File: config.mk
export PLATFORM = sky130hd
export DESIGN_NAME = floating_point_decoder
export DESIGN_NICKNAME = d
export VERILOG_FILES = /design/src/rtl/fp_conv_pkg.sv /design/src/rtl/fp_mag_shifter.sv /design/src/rtl/floating_point_decoder.sv
export SDC_FILE = /design/constraint.sdc
export NUM_CORES = 1
export LEC_CHECK = 0
export ABC_AREA = 1
export CAP_MARGIN = 10
export CORE_UTILIZATION = 44
export DETAILED_ROUTE_END_ITERATION = 16
export DONT_BUFFER_PORTS = 1
export GPL_TIMING_DRIVEN = 0
export PLACE_DENSITY = 0.64
export RECOVER_POWER = 100
export REMOVE_ABC_BUFFERS = 1
export SLEW_MARGIN = 30
export SYNTH_ARGS = -nofsm -noshare
export SYNTH_HDL_FRONTEND = slang
export SYNTH_SLANG_ARGS = --single-unit
File: constraint.sdc
create_clock -name clk -period 1.9 [get_ports clk]
set_clock_uncertainty 0.2 [all_clocks]
set_input_delay 0.475 -clock clk [delete_from_list [all_inputs] [get_ports clk]]
set_output_delay 0.475 -clock clk [all_outputs]
set_load 0.03 [all_outputs]
File: src/rtl/fp_conv_pkg.sv
// Shared definitions for the linear <-> compact floating-point converters.
// Holds default widths, the decoder FSM state type and the (S, E, F) triple type.
package fp_conv_pkg;

    localparam int FP_D_W = 12;
    localparam int FP_E_W = 3;
    localparam int FP_F_W = 4;

    typedef enum logic [1:0] {
        ST_IDLE  = 2'd0,
        ST_SHIFT = 2'd1,
        ST_DONE  = 2'd2
    } fp_dec_state_e;

    typedef struct packed {
        logic              sgn;
        logic [FP_E_W-1:0] exp;
        logic [FP_F_W-1:0] frac;
    } fp_triple_t;

endpackage

File: src/rtl/fp_mag_shifter.sv
// Magnitude builder for floating_point_decoder: iterative one-bit-per-cycle shifter,
// or a single-cycle barrel shifter when FP_DEC_BARREL_EN is defined.
module fp_mag_shifter
    import fp_conv_pkg::*;
#(
    parameter int D_W = FP_D_W,
    parameter int E_W = FP_E_W,
    parameter int F_W = FP_F_W
) (
    input  logic           clk,
    input  logic           rst,
    input  logic           load,
    input  logic           step,
    input  logic [E_W-1:0] e,
    input  logic [F_W-1:0] f,
    output logic [D_W-1:0] result,
    output logic           done
);

    logic [D_W-1:0] mag;
    logic [E_W-1:0] cnt;
    logic [D_W-1:0] f_ext;

    assign f_ext = {{(D_W-F_W){1'b0}}, f};

`ifdef FP_DEC_BARREL_EN
    logic [D_W-1:0] shifted;

    assign shifted = f_ext << e;
    // The whole shift happens on the load cycle, so the result is ready immediately.
    assign result  = load ? shifted : mag;
    assign done    = load;

    always_ff @(posedge clk) begin
        if (rst) begin
            mag <= '0;
            cnt <= '0;
        end else if (load) begin
            mag <= shifted;
            cnt <= '0;
        end else if (step && (cnt != '0)) begin
            mag <= mag << 1;
            cnt <= cnt - 1'b1;
        end
    end
`else
    assign result = mag;
    assign done   = step && (cnt == '0);

    always_ff @(posedge clk) begin
        if (rst) begin
            mag <= '0;
            cnt <= '0;
        end else if (load) begin
            mag <= f_ext;
            cnt <= e;
        end else if (step && (cnt != '0)) begin
            mag <= mag << 1;
            cnt <= cnt - 1'b1;
        end
    end
`endif

endmodule

File: src/rtl/floating_point_decoder.sv
// Converts a compact floating-point triple (S, E, F) into D = (-1)^S * F * 2^E.
// FP_DEC_BARREL_EN selects the single-cycle magnitude shifter in fp_mag_shifter.
module floating_point_decoder
    import fp_conv_pkg::*;
#(
    parameter int D_W = FP_D_W,
    parameter int E_W = FP_E_W,
    parameter int F_W = FP_F_W
) (
    input  logic                  clk,
    input  logic                  rst,
    input  logic                  in_valid,
    output logic                  in_ready,
    input  logic                  S,
    input  logic [E_W-1:0]        E,
    input  logic [F_W-1:0]        F,
    output logic                  out_valid,
    input  logic                  out_ready,
    output logic signed [D_W-1:0] D
);

    fp_dec_state_e  state_q, state_d;
    logic           sgn_q;
    logic           load, step, done;
    logic [D_W-1:0] result;

    function automatic logic signed [D_W-1:0] apply_sign(input logic [D_W-1:0] mag,
                                                         input logic           neg);
        logic signed [D_W-1:0] m;
        m = $signed(mag);
        return neg ? -m : m;
    endfunction

    // Kept outside the FSM process so the shifter's done path never loops back into it.
    assign in_ready  = (state_q == ST_IDLE);
    assign out_valid = (state_q == ST_DONE);
    assign load      = in_valid && in_ready;
    assign step      = (state_q == ST_SHIFT);

    fp_mag_shifter #(
        .D_W (D_W),
        .E_W (E_W),
        .F_W (F_W)
    ) u_shifter (
        .clk    (clk),
        .rst    (rst),
        .load   (load),
        .step   (step),
        .e      (E),
        .f      (F),
        .result (result),
        .done   (done)
    );

    always_comb begin
        state_d = state_q;
        case (state_q)
            ST_IDLE:  if (load) state_d = done ? ST_DONE : ST_SHIFT;
            ST_SHIFT: if (done) state_d = ST_DONE;
            ST_DONE:  if (out_ready) state_d = ST_IDLE;
            default:  state_d = ST_IDLE;
        endcase
    end

    always_ff @(posedge clk) begin
        if (rst) begin
            state_q <= ST_IDLE;
            sgn_q   <= 1'b0;
            D       <= '0;
        end else begin
            state_q <= state_d;
            if (load) sgn_q <= S;
            // On the accepting cycle the sign has not been latched yet, so take it from the port.
            if (done) D <= apply_sign(result, load ? S : sgn_q);
        end
    end

endmodule
== After elaboration in Yosys (flattened, before gate mapping) ==
Cells that the tools add are included.

* Latch bits: 0
* Input bits: 12
* Memory bits (read-only): 0
* Memories: 0
* Output and inout bits: 14
* Bits in registers: 30
* Bits in writable memories: 0

* Muxes and demuxes: 11
* $add $sub $neg: 2
* Div/mod/pow operators: 0
* Shift-type cells: 0
* Bitwise logic cells: 0
* Reduce and logical (&&, ||, !) cells: 9
* $lt $le $gt $ge: 0
* Multipliers: 0
* Eq/ne operators: 5

{| class="wikitable"
|+ Operators with widths
! cell !! count
|-
| $mux W12 || 1
|-
| $neg A12 Y12 || 1
|-
| $mux W2 || 4
|-
| $mux W4 || 2
|-
| $mux W3 || 2
|-
| $pmux W2 S3 || 1
|-
| $ne A2 B1 Y1 const B || 2
|-
| $logic_and A1 B1 Y1 || 3
|-
| $logic_not A3 Y1 || 1
|-
| $reduce_and A3 Y1 || 1
|-
| $reduce_bool A3 Y1 || 1
|-
| $sub A3 B1 Y3 const B || 1
|-
| $eq A2 B1 Y1 const B || 1
|-
| $eq A2 B2 Y1 const B || 1
|-
| $logic_not A2 Y1 || 1
|-
| $ne A2 B2 Y1 const B || 1
|-
| $reduce_bool A2 Y1 || 1
|-
| $reduce_or A2 Y1 || 1
|-
| $mux W1 || 1
|}

== Logic depth before layout (Yosys ltp) ==
* Depth in word-level cells: 5
* Mapped depth: 10
* Gate-level depth less buffers: 10

== Cells and area by module ==
Synthesis repeated with hierarchy kept, for this count alone.

* Cells, all modules: 240
* Area total of the unflattened synthesis: 1615.3 um2

{| class="wikitable"
|+ Modules (own cells, without submodules)
! module !! area each (um2) !! instances !! cells an instance
|-
| floating_point_decoder || 904.6 || 1 || 147
|-
| fp_mag_shifter || 710.7 || 1 || 93
|}

== Worst setup path before layout ==
Ideal clock, no wire load.

* Kind: reg-to-reg
* Start point: register u_shifter.cnt[0]
* End point: register u_shifter.mag[10] (netlist: u_shifter.result[10])
* Cell stages (with the launch flop): 9
* Clock period less this slack: 1646 ps
* Data required time: 1614 ps
* Arrival: 1360 ps
* Setup slack: 254 ps
* Cells stage by stage: dfxtp_1 -> inv_1 -> ha_1 -> ha_1 -> inv_1 -> nand3_1 -> buf_2 -> buf_6 -> a211oi_1

* Cells in the longest elaborated chain, start to end: 2

{| class="wikitable"
|+ RTL lines
! item !! RTL line !! text
|-
| start: declaration || fp_mag_shifter.sv:21 || <nowiki>logic [E_W-1:0] cnt;</nowiki>
|-
| start signal: assignment || fp_mag_shifter.sv:59 || <nowiki>cnt <= cnt - 1'b1;</nowiki>
|-
| $reduce_bool A3 Y1 || fp_mag_shifter.sv:57 || <nowiki>end else if (step && (cnt != '0)) begin</nowiki>
|-
| $logic_and A1 B1 Y1 || fp_mag_shifter.sv:57 ||
|-
| end signal: assignment || fp_mag_shifter.sv:55 || <nowiki>mag <= f_ext;</nowiki>
|-
| end signal: assignment || fp_mag_shifter.sv:58 || <nowiki>mag <= mag << 1;</nowiki>
|-
| end: declaration || fp_mag_shifter.sv:20 || <nowiki>logic [D_W-1:0] mag;</nowiki>
|}

No other way between the ends.
A chain may end at the register's enable or synchronous reset.

== Worst setup path after layout ==
* Start point: register state_q[1]
* End point: output port out_valid

* Cells in the longest elaborated chain, start to end: 1

{| class="wikitable"
|+ RTL lines
! item !! RTL line !! text
|-
| start: declaration || floating_point_decoder.sv:22 || <nowiki>fp_dec_state_e state_q, state_d;</nowiki>
|-
| start signal: assignment || floating_point_decoder.sv:71 || <nowiki>state_q <= state_d;</nowiki>
|-
| $eq A2 B2 Y1 || floating_point_decoder.sv:36 || <nowiki>assign out_valid = (state_q == ST_DONE);</nowiki>
|-
| end: declaration || floating_point_decoder.sv:17 || <nowiki>output logic out_valid,</nowiki>
|}

No other way between the ends.

==> summary by stage <==
Logic synthesis
The most used flip-flop cell after synthesis is sky130_fd_sc_hd__dfxtp_1. In the post-synthesis netlist, the biggest area contributors are sky130_fd_sc_hd__dfxtp_1, sky130_fd_sc_hd__nand2_1, sky130_fd_sc_hd__inv_1. The sequential area share after synthesis is 39.93%. After synthesis, the mean cell area works out to 7.028 um^2.

The post-synthesis cell area is 1504 um^2. The biggest area contributor in the post-synthesis netlist is sky130_fd_sc_hd__dfxtp_1. Yosys printed 0 warnings. The count of unique library cells instantiated by Yosys is 22. The fraction of registers with async set/reset is 0%. After synthesis the netlist holds a flip-flop and latch count of 30. By instance count, the leading cell after synthesis is sky130_fd_sc_hd__nand2_1.

By count the netlist is led by sky130_fd_sc_hd__nand2_1, sky130_fd_sc_hd__inv_1, sky130_fd_sc_hd__dfxtp_1, sky130_fd_sc_hd__nor2_1, sky130_fd_sc_hd__nand3_1. The synthesized netlist cell count is 214. In this run the biggest area consumer among cell types represents 39.93% of the synthesized area. Counting flops with a built-in enable in the synthesized netlist gives 0.

STA
The upper clock frequency limit is 523.9 MHz. Measured against its own limit, the worst slew margin works out to 67.78%. The total count of hold-check failures in the final report is 0. The slew at the pin closest to its max-slew limit is 0.4827 ns. After routing, the total negative slack on setup checks comes to -0.008613 ns. The final critical-path setup slack is -0.008613 ns. The count of endpoints failing setup in the final report is 1. Hold timing on the final database bottoms out at a slack of 0.07899 ns. The number of max-slew violations in the final report is 0.

The worst path in the final design needs a cycle of 1.909 ns, including I/O delays and setup. Setup repair after global routing could not meet its margin everywhere. After layout, the worst path uses 100.5% of the clock period.

Floorplan
In this run the core area contains 20 standard-cell rows. The starting density of the core is 47.70%. The total die area is 3656 um^2. The boundary pin count is 26. In this run the horizontal extent of the chip is 60.47 um. The y dimension of the die is 60.47 um. The area of the placeable core is 3153 um^2.

Global route
The overall routing resource usage is 19.46%. The number of antenna violations at the first check in global routing is 0. The via count of the first global-routing pass is 1197.

The maximum number of pins on one net before global-route repair is 25. The first global-routing pass estimated 5140 um of wire. After global routing the overflow that remains totals 0.

Min path
The min-delay analysis places its worst path in the category in2reg.

Critical path
The data required time at the worst endpoint is 1.22 ns. The largest fanout on the critical path is 6. The worst path arrival time is 1.23 ns. The startpoint type of the worst setup path is a register. The critical path in this run is classified as reg2out. The setup check on the worst reg-to-reg path leaves a slack of 0.01 ns. The capturing element type of the critical path is an output pin.

Route
The initial DRC count is 86. The via count normalized by instance count is 5.425. Wires add up to 3460 um. The wire length on met1 is 1441 um. Routed signal wires occupy layers up through met4. In this run the remaining antenna-violating nets after routing total 0.

For this run, design rule violations remaining after detail routing come to 0. The routed design uses 1704 um of met2 wire. The first TritonRoute pass finished after 4 iterations. Dividing the detail-routed wire length by the instance count gives 13.01 um.

Across all layers, the routed design uses 1443 vias. The met3 wire length is 231 um.

Placement
The congestion estimate from routability-driven global placement came to 0.8057. Summed over all nets, the half-perimeter wirelength after detailed placement is 2158 um. The number of buffers inserted by port buffering is 0.

In this run, placement finished with an instance count of 251. The cell area reported after detailed placement is 1510 um^2. The worst setup slack after placement is -0.4641 ns.

Final layout
The area of all placed cells without fillers is 1665 um^2. The fraction of layout cells with a size suffix above 1 is 12.61%. The utilization after layout is 52.82%. Excluding fillers, the count of instances in the completed layout stands at 266. The number of antenna repair diodes is 0. Relative to the synthesized area, the layout overhead comes to 10.73%. At the end of the flow, the number of nets in the layout was 236. The layout has 333 filler cells.

Power
The total power is 1.663 mW. Dividing total power by cell area gives a power density of 998.5 nW/um^2. Summed over all cells, the static leakage comes to 0.7445 nW. IR analysis of the VDD net gives a maximum drop of 582.0 uV.

CTS
The clock-pin slew reported for the worst setup and hold paths after clock tree synthesis is 0.10 ns. The number of H-tree levels is 2. The source-to-sink clock delay at the later pin of the worst-skew pair is 0.33 ns.

The tree is rooted in a sky130_fd_sc_hd__clkbuf_4. The clock tree buffer depth is 2. The number of clock sinks is 30. The number of buffers added by the clock tree synthesis step is 5.

The TritonCTS clock tree is yes.

Status
The checks that failed: setup timing. The flow ran to the end, but the final reports show violations.

Run
The max-capacitance violation count is 0.
-- cell type report --
| class | instances | area, um^2 | share of cell area, % |
|---|---|---|---|
| Tap cell | 44 | 55.05 | 3.306 |
| Inverter | 33 | 127.6 | 7.663 |
| Timing Repair inverter | 2 | 15.01 | 0.9016 |
| Clock buffer | 7 | 55.05 | 3.306 |
| Timing Repair Buffer | 4 | 32.53 | 1.953 |
| Clock inverter | 1 | 5.005 | 0.3005 |
| Multi-Input combinational cell | 145 | 773.2 | 46.43 |
| Sequential cell | 30 | 601.8 | 36.14 |
-- cells in the final DEF (no fill, tap or decap) --
master	count
sky130_fd_sc_hd__a211oi_1	6
sky130_fd_sc_hd__a21oi_1	13
sky130_fd_sc_hd__buf_4	3
sky130_fd_sc_hd__clkbuf_1	1
sky130_fd_sc_hd__clkbuf_4	5
sky130_fd_sc_hd__clkbuf_8	1
sky130_fd_sc_hd__clkinv_2	1
sky130_fd_sc_hd__clkinvlp_4	3
sky130_fd_sc_hd__dfxtp_1	29
sky130_fd_sc_hd__dfxtp_2	1
sky130_fd_sc_hd__dlygate4sd3_1	1
sky130_fd_sc_hd__ha_1	3
sky130_fd_sc_hd__inv_1	30
sky130_fd_sc_hd__inv_2	2
sky130_fd_sc_hd__nand2_1	40
sky130_fd_sc_hd__nand2_2	4
sky130_fd_sc_hd__nand2_4	3
sky130_fd_sc_hd__nand3_1	18
sky130_fd_sc_hd__nand3_2	2
sky130_fd_sc_hd__nand3_4	1
sky130_fd_sc_hd__nand4_1	2
sky130_fd_sc_hd__nor2_1	23
sky130_fd_sc_hd__nor2_2	1
sky130_fd_sc_hd__nor2_4	1
sky130_fd_sc_hd__nor3_1	1
sky130_fd_sc_hd__o211ai_1	1
sky130_fd_sc_hd__o21a_1	7
sky130_fd_sc_hd__o21ai_0	12
sky130_fd_sc_hd__o21ai_1	3
sky130_fd_sc_hd__o21bai_1	2
sky130_fd_sc_hd__o221ai_1	2
-- per-layer routing --
layer | track usage, % | vias up
met1 | 22.06 | 669
met4 | 9.416 | 0
met5 | 0 | -
met2 | 32.34 | 55
li1 | - | 709
met3 | 7.249 | 10
-- registers in the layout, summed over array words and instances, names as in the netlist --
| name | cells |
|---|---|
| sgn_q | 1 |
| state_q | 2 |
| u_shifter.result | 12 |
| u_shifter.cnt | 3 |
| D | 12 |
-- power by group --
part	switching, mW	internal (mW)	total, mW
clock network	0.225	0.179	0.404
registers	0.104	0.695	0.799
logic	0.306	0.154	0.460
-- worst max-delay path, cell delays in order (launching register included) --
cell and delay (ns):
sky130_fd_sc_hd__dfxtp_1 0.39, sky130_fd_sc_hd__inv_1 0.17, sky130_fd_sc_hd__nor2_2 0.35
-- cell families after synthesis --
group	Yosys count	synth area share (%)
and+or+nand+nor	95	27.62
AOI/OAI and AO/OA	46	18.47
buffers and inverters	40	11.48
DFF	30	39.93
adders and majority gates	3	2.496
-- what timing repair did --
item / in CTS / in global routing
buffers inserted: 0 / 3
setup endpoints to repair: 29 / 21
endpoints found under the hold margin: 6 / 0
pin swaps: 0 / 1
gates cloned: 0 / 3
hold buffers: 1 / 0
gates resized for setup: 4 / 12
-- worst paths after layout --
kind	depth (start not counted)	startpoint	endpoint
worst min register to register	2	u_shifter.cnt[2]	u_shifter.cnt[2]
worst min-delay path	2	F[0]	u_shifter.result[0]
worst max register to register	8	u_shifter.cnt[0]	D[5]
worst max-delay path	2	state_q[1]	out_valid
Note: power is estimated with default switching activity, not from simulation.
